--- src/rtl/ddr2_wr_data_fifo.sv ---
// DDR2 write-data FIFO and DQ/DQS burst sequencer.
// Define DDR2_WR_MASK_EN to store byte masks per entry and drive them on DM.
module ddr2_wr_data_fifo #(
    parameter int DATA_WIDTH = 8,
    parameter int BURST_LEN  = 4,
    parameter int WR_LAT     = 3
) (
    input  logic                    clk,
    input  logic                    reset,
    input  logic                    wr_fifo_push,
    input  logic [DATA_WIDTH-1:0]   wr_data_rise_in,
    input  logic [DATA_WIDTH-1:0]   wr_data_fall_in,
    input  logic [DATA_WIDTH/8-1:0] wr_mask_rise_in,
    input  logic [DATA_WIDTH/8-1:0] wr_mask_fall_in,
    input  logic                    wr_cmd,
    output logic                    wr_fifo_full,
    output logic [4:0]              wr_fifo_count,
    output logic [DATA_WIDTH-1:0]   write_data_rise,
    output logic [DATA_WIDTH-1:0]   write_data_fall,
    output logic [DATA_WIDTH/8-1:0] write_mask_rise,
    output logic [DATA_WIDTH/8-1:0] write_mask_fall,
    output logic                    write_en,
    output logic                    dqs_en,
    output logic                    dqs_rst,
    output logic                    wr_busy,
    output logic                    wr_overflow,
    output logic                    wr_underrun,
    output logic                    wr_cmd_err
);

    localparam int MW = DATA_WIDTH / 8;
    localparam int NB = BURST_LEN / 2;
`ifdef DDR2_WR_MASK_EN
    localparam int EW = 2 * DATA_WIDTH + 2 * MW;
`else
    localparam int EW = 2 * DATA_WIDTH;
`endif

    typedef enum logic [2:0] {
        S_IDLE,
        S_WAIT,
        S_PRE,
        S_DATA,
        S_POST
    } state_t;

    state_t        state;
    logic [3:0]    lat_cnt;
    logic [1:0]    beat_cnt;
    logic [3:0]    wr_ptr;
    logic [3:0]    rd_ptr;
    logic [EW-1:0] mem [16];
    logic [EW-1:0] entry;
    logic [EW-1:0] rd_entry;
    logic          pop;
    logic          push_ok;
    logic          pop_ok;
    logic          pop_empty;

    // A beat leaves the FIFO on every edge that enters a DATA cycle.
    assign pop       = (state == S_PRE) ||
                       (state == S_DATA && beat_cnt != 2'd0);
    assign push_ok   = wr_fifo_push && !wr_fifo_full;
    assign pop_ok    = pop && (wr_fifo_count != 5'd0);
    assign pop_empty = pop && (wr_fifo_count == 5'd0);
    assign wr_fifo_full = (wr_fifo_count == 5'd16);
    assign wr_busy   = (state != S_IDLE);
    assign rd_entry  = mem[rd_ptr];

`ifdef DDR2_WR_MASK_EN
    assign entry = {wr_data_rise_in, wr_data_fall_in,
                    wr_mask_rise_in, wr_mask_fall_in};
`else
    logic unused_mask;
    assign unused_mask = ^{wr_mask_rise_in, wr_mask_fall_in};
    assign entry = {wr_data_rise_in, wr_data_fall_in};
    assign write_mask_rise = '0;
    assign write_mask_fall = '0;
`endif

    always_ff @(posedge clk) begin
        if (push_ok) begin
            mem[wr_ptr] <= entry;
        end
    end

    always_ff @(posedge clk or posedge reset) begin
        if (reset) begin
            wr_ptr          <= '0;
            rd_ptr          <= '0;
            wr_fifo_count   <= '0;
            wr_overflow     <= 1'b0;
            wr_underrun     <= 1'b0;
            write_data_rise <= '0;
            write_data_fall <= '0;
`ifdef DDR2_WR_MASK_EN
            write_mask_rise <= '0;
            write_mask_fall <= '0;
`endif
        end else begin
            wr_fifo_count <= wr_fifo_count + 5'(push_ok) - 5'(pop_ok);
            if (wr_fifo_push && wr_fifo_full) begin
                wr_overflow <= 1'b1;
            end
            if (push_ok) begin
                wr_ptr <= wr_ptr + 4'd1;
            end
            if (pop_ok) begin
                rd_ptr          <= rd_ptr + 4'd1;
                write_data_rise <= rd_entry[EW-1 -: DATA_WIDTH];
                write_data_fall <= rd_entry[EW-DATA_WIDTH-1 -: DATA_WIDTH];
`ifdef DDR2_WR_MASK_EN
                write_mask_rise <= rd_entry[2*MW-1 -: MW];
                write_mask_fall <= rd_entry[MW-1:0];
`endif
            end else if (pop_empty) begin
                wr_underrun     <= 1'b1;
                write_data_rise <= '0;
                write_data_fall <= '0;
`ifdef DDR2_WR_MASK_EN
                write_mask_rise <= '1;
                write_mask_fall <= '1;
`endif
            end
        end
    end

    always_ff @(posedge clk or posedge reset) begin
        if (reset) begin
            state      <= S_IDLE;
            lat_cnt    <= '0;
            beat_cnt   <= '0;
            write_en   <= 1'b0;
            dqs_en     <= 1'b0;
            dqs_rst    <= 1'b0;
            wr_cmd_err <= 1'b0;
        end else begin
            if (wr_cmd && state != S_IDLE) begin
                wr_cmd_err <= 1'b1;
            end
            unique case (state)
                S_IDLE: begin
                    if (wr_cmd) begin
                        if (WR_LAT == 2) begin
                            state   <= S_PRE;
                            dqs_en  <= 1'b1;
                            dqs_rst <= 1'b1;
                        end else begin
                            state   <= S_WAIT;
                            lat_cnt <= 4'(WR_LAT - 2);
                        end
                    end
                end
                S_WAIT: begin
                    lat_cnt <= lat_cnt - 4'd1;
                    if (lat_cnt == 4'd1) begin
                        state   <= S_PRE;
                        dqs_en  <= 1'b1;
                        dqs_rst <= 1'b1;
                    end
                end
                S_PRE: begin
                    state    <= S_DATA;
                    beat_cnt <= 2'(NB - 1);
                    dqs_rst  <= 1'b0;
                    write_en <= 1'b1;
                end
                S_DATA: begin
                    if (beat_cnt == 2'd0) begin
                        state    <= S_POST;
                        write_en <= 1'b0;
                    end else begin
                        beat_cnt <= beat_cnt - 2'd1;
                    end
                end
                S_POST: begin
                    state  <= S_IDLE;
                    dqs_en <= 1'b0;
                end
                default: state <= S_IDLE;
            endcase
        end
    end

endmodule
--- config.mk ---
export PLATFORM = sky130hd
export DESIGN_NAME = ddr2_wr_data_fifo
export DESIGN_NICKNAME = d
export VERILOG_FILES = /design/src/rtl/ddr2_wr_data_fifo.sv
export SDC_FILE = /design/constraint.sdc
export NUM_CORES = 1
export LEC_CHECK = 0
export ABC_AREA = 1
export CORE_MARGIN = 3
export CORE_UTILIZATION = 43
export CTS_CLUSTER_SIZE = 40
export DETAILED_ROUTE_END_ITERATION = 10
export GPL_TIMING_DRIVEN = 0
export PLACE_DENSITY = 0.63
export SKIP_CTS_REPAIR_TIMING = 1
export SYNTH_ARGS = -nofsm -noshare
export SYNTH_HDL_FRONTEND = slang
export SYNTH_SLANG_ARGS = --single-unit
--- constraint.sdc ---
create_clock -name clk -period 4.09 [get_ports clk]
set_clock_uncertainty 0.2 [all_clocks]
set_input_delay 0.409 -clock clk [delete_from_list [all_inputs] [get_ports clk]]
set_output_delay 0.409 -clock clk [all_outputs]
set_load 0.05 [all_outputs]
==> results.txt <==
Reg2reg setup slack -> 1110 ps
Antenna Cells -> 0
Post-DP HPWL -> 20,900 um
Synth Area per Inst -> 11.8 um^2
Synth top area cells -> edfxtp_1 (63%), nand3_1 (10%), nand2_1 (9.6%)
Core Footprint -> 0.0279 mm^2
Pin count of the biggest net entering global routing -> 24
Max Clock Freq -> 0.336 GHz
Worst Tran Pin Value -> 982 ps
Max VDD drop -> 0.384 mV
Core Util, Final -> 0.519
Status -> finished, final reports clean
Max transition margin -> 0.345
Total power -> 11.1 mW
Footprint of the multi-input gates -> 0.00300 mm^2
Reg2Reg Depth -> 15
Number of synthesized register bits -> 300
Type of the worst min-delay path -> in2async
Clk buf depth -> 3
CTS buffer count -> 31
R2R Path End -> wr_fifo_count[4]$_DFF_PP0_
Input/output buffers -> 48
Final net count -> 1,167
Pre-CTS setup slack -> 1090 ps
Post-DR wirelength/cell -> 20.8 um
Unrepaired setup endpoints after global routing -> false
Worst-path clk slew -> 60 ps
Synthesis warning total -> 0
Routability cong. -> 0.884
CTS tree -> built
First-pass GRT wire length -> 48,400 um
Pleak -> 5.49 nW
Setup Viol. Count Final -> 0
Crit path launch type -> flip-flop
Post-synth top area share -> 0.630
Filler Cell Count -> 2,373
Area Overhead vs Synth -> 18.5%
Worst setup margin -> 1110 ps
Total negative slack -> 0 ps
Crit path from -> beat_cnt[0]$_DFFE_PP0P_
Routed Antenna Nets -> 0
Die Area -> 0.0304 mm^2
Clock root buffer -> clkbuf_16
Cells after synthesis -> 1,032
Worst setup path end -> wr_fifo_count[4]$_DFF_PP0_
Final period utilization -> 0.728
WS Path Type -> reg2reg
Initial antenna violation count -> 0
Vias -> 8,248
Seq/Total Area, Yosys -> 0.720
# rows -> 61
Synthesized cell area -> 0.0122 mm^2
Crit Path Max Fanout -> 10
Data arrival, critical path -> 3260 ps
FF+latch area -> 0.00879 mm^2
Max-cap violations -> 0
DRC Markers -> 0
Post-Place Cell Area -> 0.0135 mm^2
Via density -> 5.38
Crit. End Element -> flip-flop
Initial Util -> 0.438
Grt ovf -> 0
Finished Cell Area -> 0.0145 mm^2
Worst Path Required -> 4370 ps
Netlist cell types -> 32
DRT Pass-1 Iters -> 5
Fin crit period -> 2980 ps
Die Span X -> 174 um
Vias in the first global route -> 7,888
Initial drt markers -> 844
PD cells -> 765 mW/mm^2
Clk_lat worst skew -> 570 ps
Detailed-route wire length -> 31,800 um
CTS sink cnt -> 300
Die Y -> 174 um
# IOs -> 53
Synth area leader -> edfxtp_1
Share of cells above drive strength 1 -> 0.119
GRT Overall Usage -> 0.211
RR Startpoint -> beat_cnt[0]$_DFFE_PP0P_
Htree depth -> 1
Slew Viols, Final -> 0
Final hold violation count -> 0
cell usage in the layout, fill, tap and decap left out, types with 5 or more instances in the layout:
| cell | n |
|---|---|
| ha_1 | 14 |
| xor2_1 | 8 |
| clkinv_2 | 10 |
| o21ai_0 | 6 |
| dfrtp_1 | 44 |
| clkbuf_1 | 14 |
| clkinv_1 | 5 |
| clkdlybuf4s50_1 | 48 |
| nor2_2 | 16 |
| buf_4 | 12 |
| clkbuf_16 | 31 |
| nand3_1 | 250 |
| inv_1 | 31 |
| buf_2 | 32 |
| buf_8 | 12 |
| edfxtp_1 | 256 |
| nor2_1 | 5 |
| nand2_1 | 311 |
| inv_2 | 8 |
stage by stage:
| step | std cells | hold WS, ps |
|---|---|---|
| final | 1532 | 11.2 |
| after global routing | 1532 | 58.0 |
| after CTS | 1532 | 21.4 |
| after detailed placement | 1475 | 257 |
| after global placement | 1459 | 237 |
| after floorplan | 1033 | 293 |
how the worst min path moves through the flow:
stage	start	end	slack, ps	cells past startpoint
after global placement	wr_overflow$_DFFE_PP0P_	wr_overflow$_DFFE_PP0P_	240	1
final	reset	lat_cnt[3]$_DFFE_PP0P_	10	2
after detailed placement	wr_underrun$_DFFE_PP0P_	wr_underrun$_DFFE_PP0P_	260	2
after CTS	reset	dqs_en$_DFFE_PP0P_	20	2
after floorplan	beat_cnt[1]$_DFFE_PP0P_	beat_cnt[1]$_DFFE_PP0P_	290	2
after global routing	reset	lat_cnt[3]$_DFFE_PP0P_	60	2
power by group:
part	switching (mW)	total (mW)	internal (mW)
logic	3.05	4.35	1.30
registers	0.203	3.99	3.78
clock network	1.15	2.74	1.58
synth_stat cells (all sizes together):
| cell type | n |
|---|---|
| a21o | 1 |
| a21oi | 3 |
| a32oi | 1 |
| buf | 49 |
| clkbuf | 8 |
| clkinv | 1 |
| conb | 1 |
| dfrtp | 44 |
| edfxtp | 256 |
| fa | 1 |
| ha | 14 |
| inv | 39 |
| nand2 | 312 |
| nand3 | 250 |
| nand4 | 2 |
| nor2 | 21 |
| nor3 | 1 |
| o21ai | 10 |
| o21bai | 1 |
| o22ai | 4 |
| o31ai | 1 |
| or2 | 1 |
| xnor2 | 3 |
| xor2 | 8 |
state kept, by name, indices dropped and copies added, names as in the netlist, 3 cells and up:
register	cells
wr_ptr	4
state	3
lat_cnt	4
rd_ptr	4
wr_fifo_count	5
write_data_fall	8
mem	256
write_data_rise	8
critical path, cell delays in order, from the launching register on:
cell and delay (ps):
dfrtp_1 320, inv_1 60, ha_1 190, inv_1 90, nand4_2 160, nand2_2 160, o21ai_2 90, inv_2 120
buf_6 180, ha_1 240, inv_1 50, ha_1 140, inv_1 50, fa_1 420, o21ai_0 260, xor2_1 160
metal layers:
metal | wire length (um) | global-route usage | part of all wire
met4 | 1200 | 0.0717 | 0.038
met3 | 3100 | 0.0483 | 0.097
met5 | 0 | 0 | 0
met2 | 14200 | 0.318 | 0.45
met1 | 13300 | 0.303 | 0.42
cells by family (layout without fill, tap and decap cells):
group | count (synthesis) | count (layout) | synth area share
other | 1 | 2 | 0.000307
AND/OR/NAND/NOR | 587 | 587 | 0.208
buffers and inverters | 97 | 218 | 0.0380
XOR/XNOR | 11 | 11 | 0.00789
AO/OA/AOI/OAI | 21 | 21 | 0.0103
adder cells (fa/ha/maj) | 15 | 15 | 0.0160
flip-flops | 300 | 300 | 0.720
final cells by class:
class	instances	area share
flip-flops and latches	300	0.607
well taps	378	0.0327
clock buffers	37	0.0552
inverters	40	0.0104
multi-input cells	636	0.207
repair buffers	64	0.0521
plain buffers	57	0.0217
clock inverters	20	0.0132
Note: power is estimated with default switching activity, not from simulation.
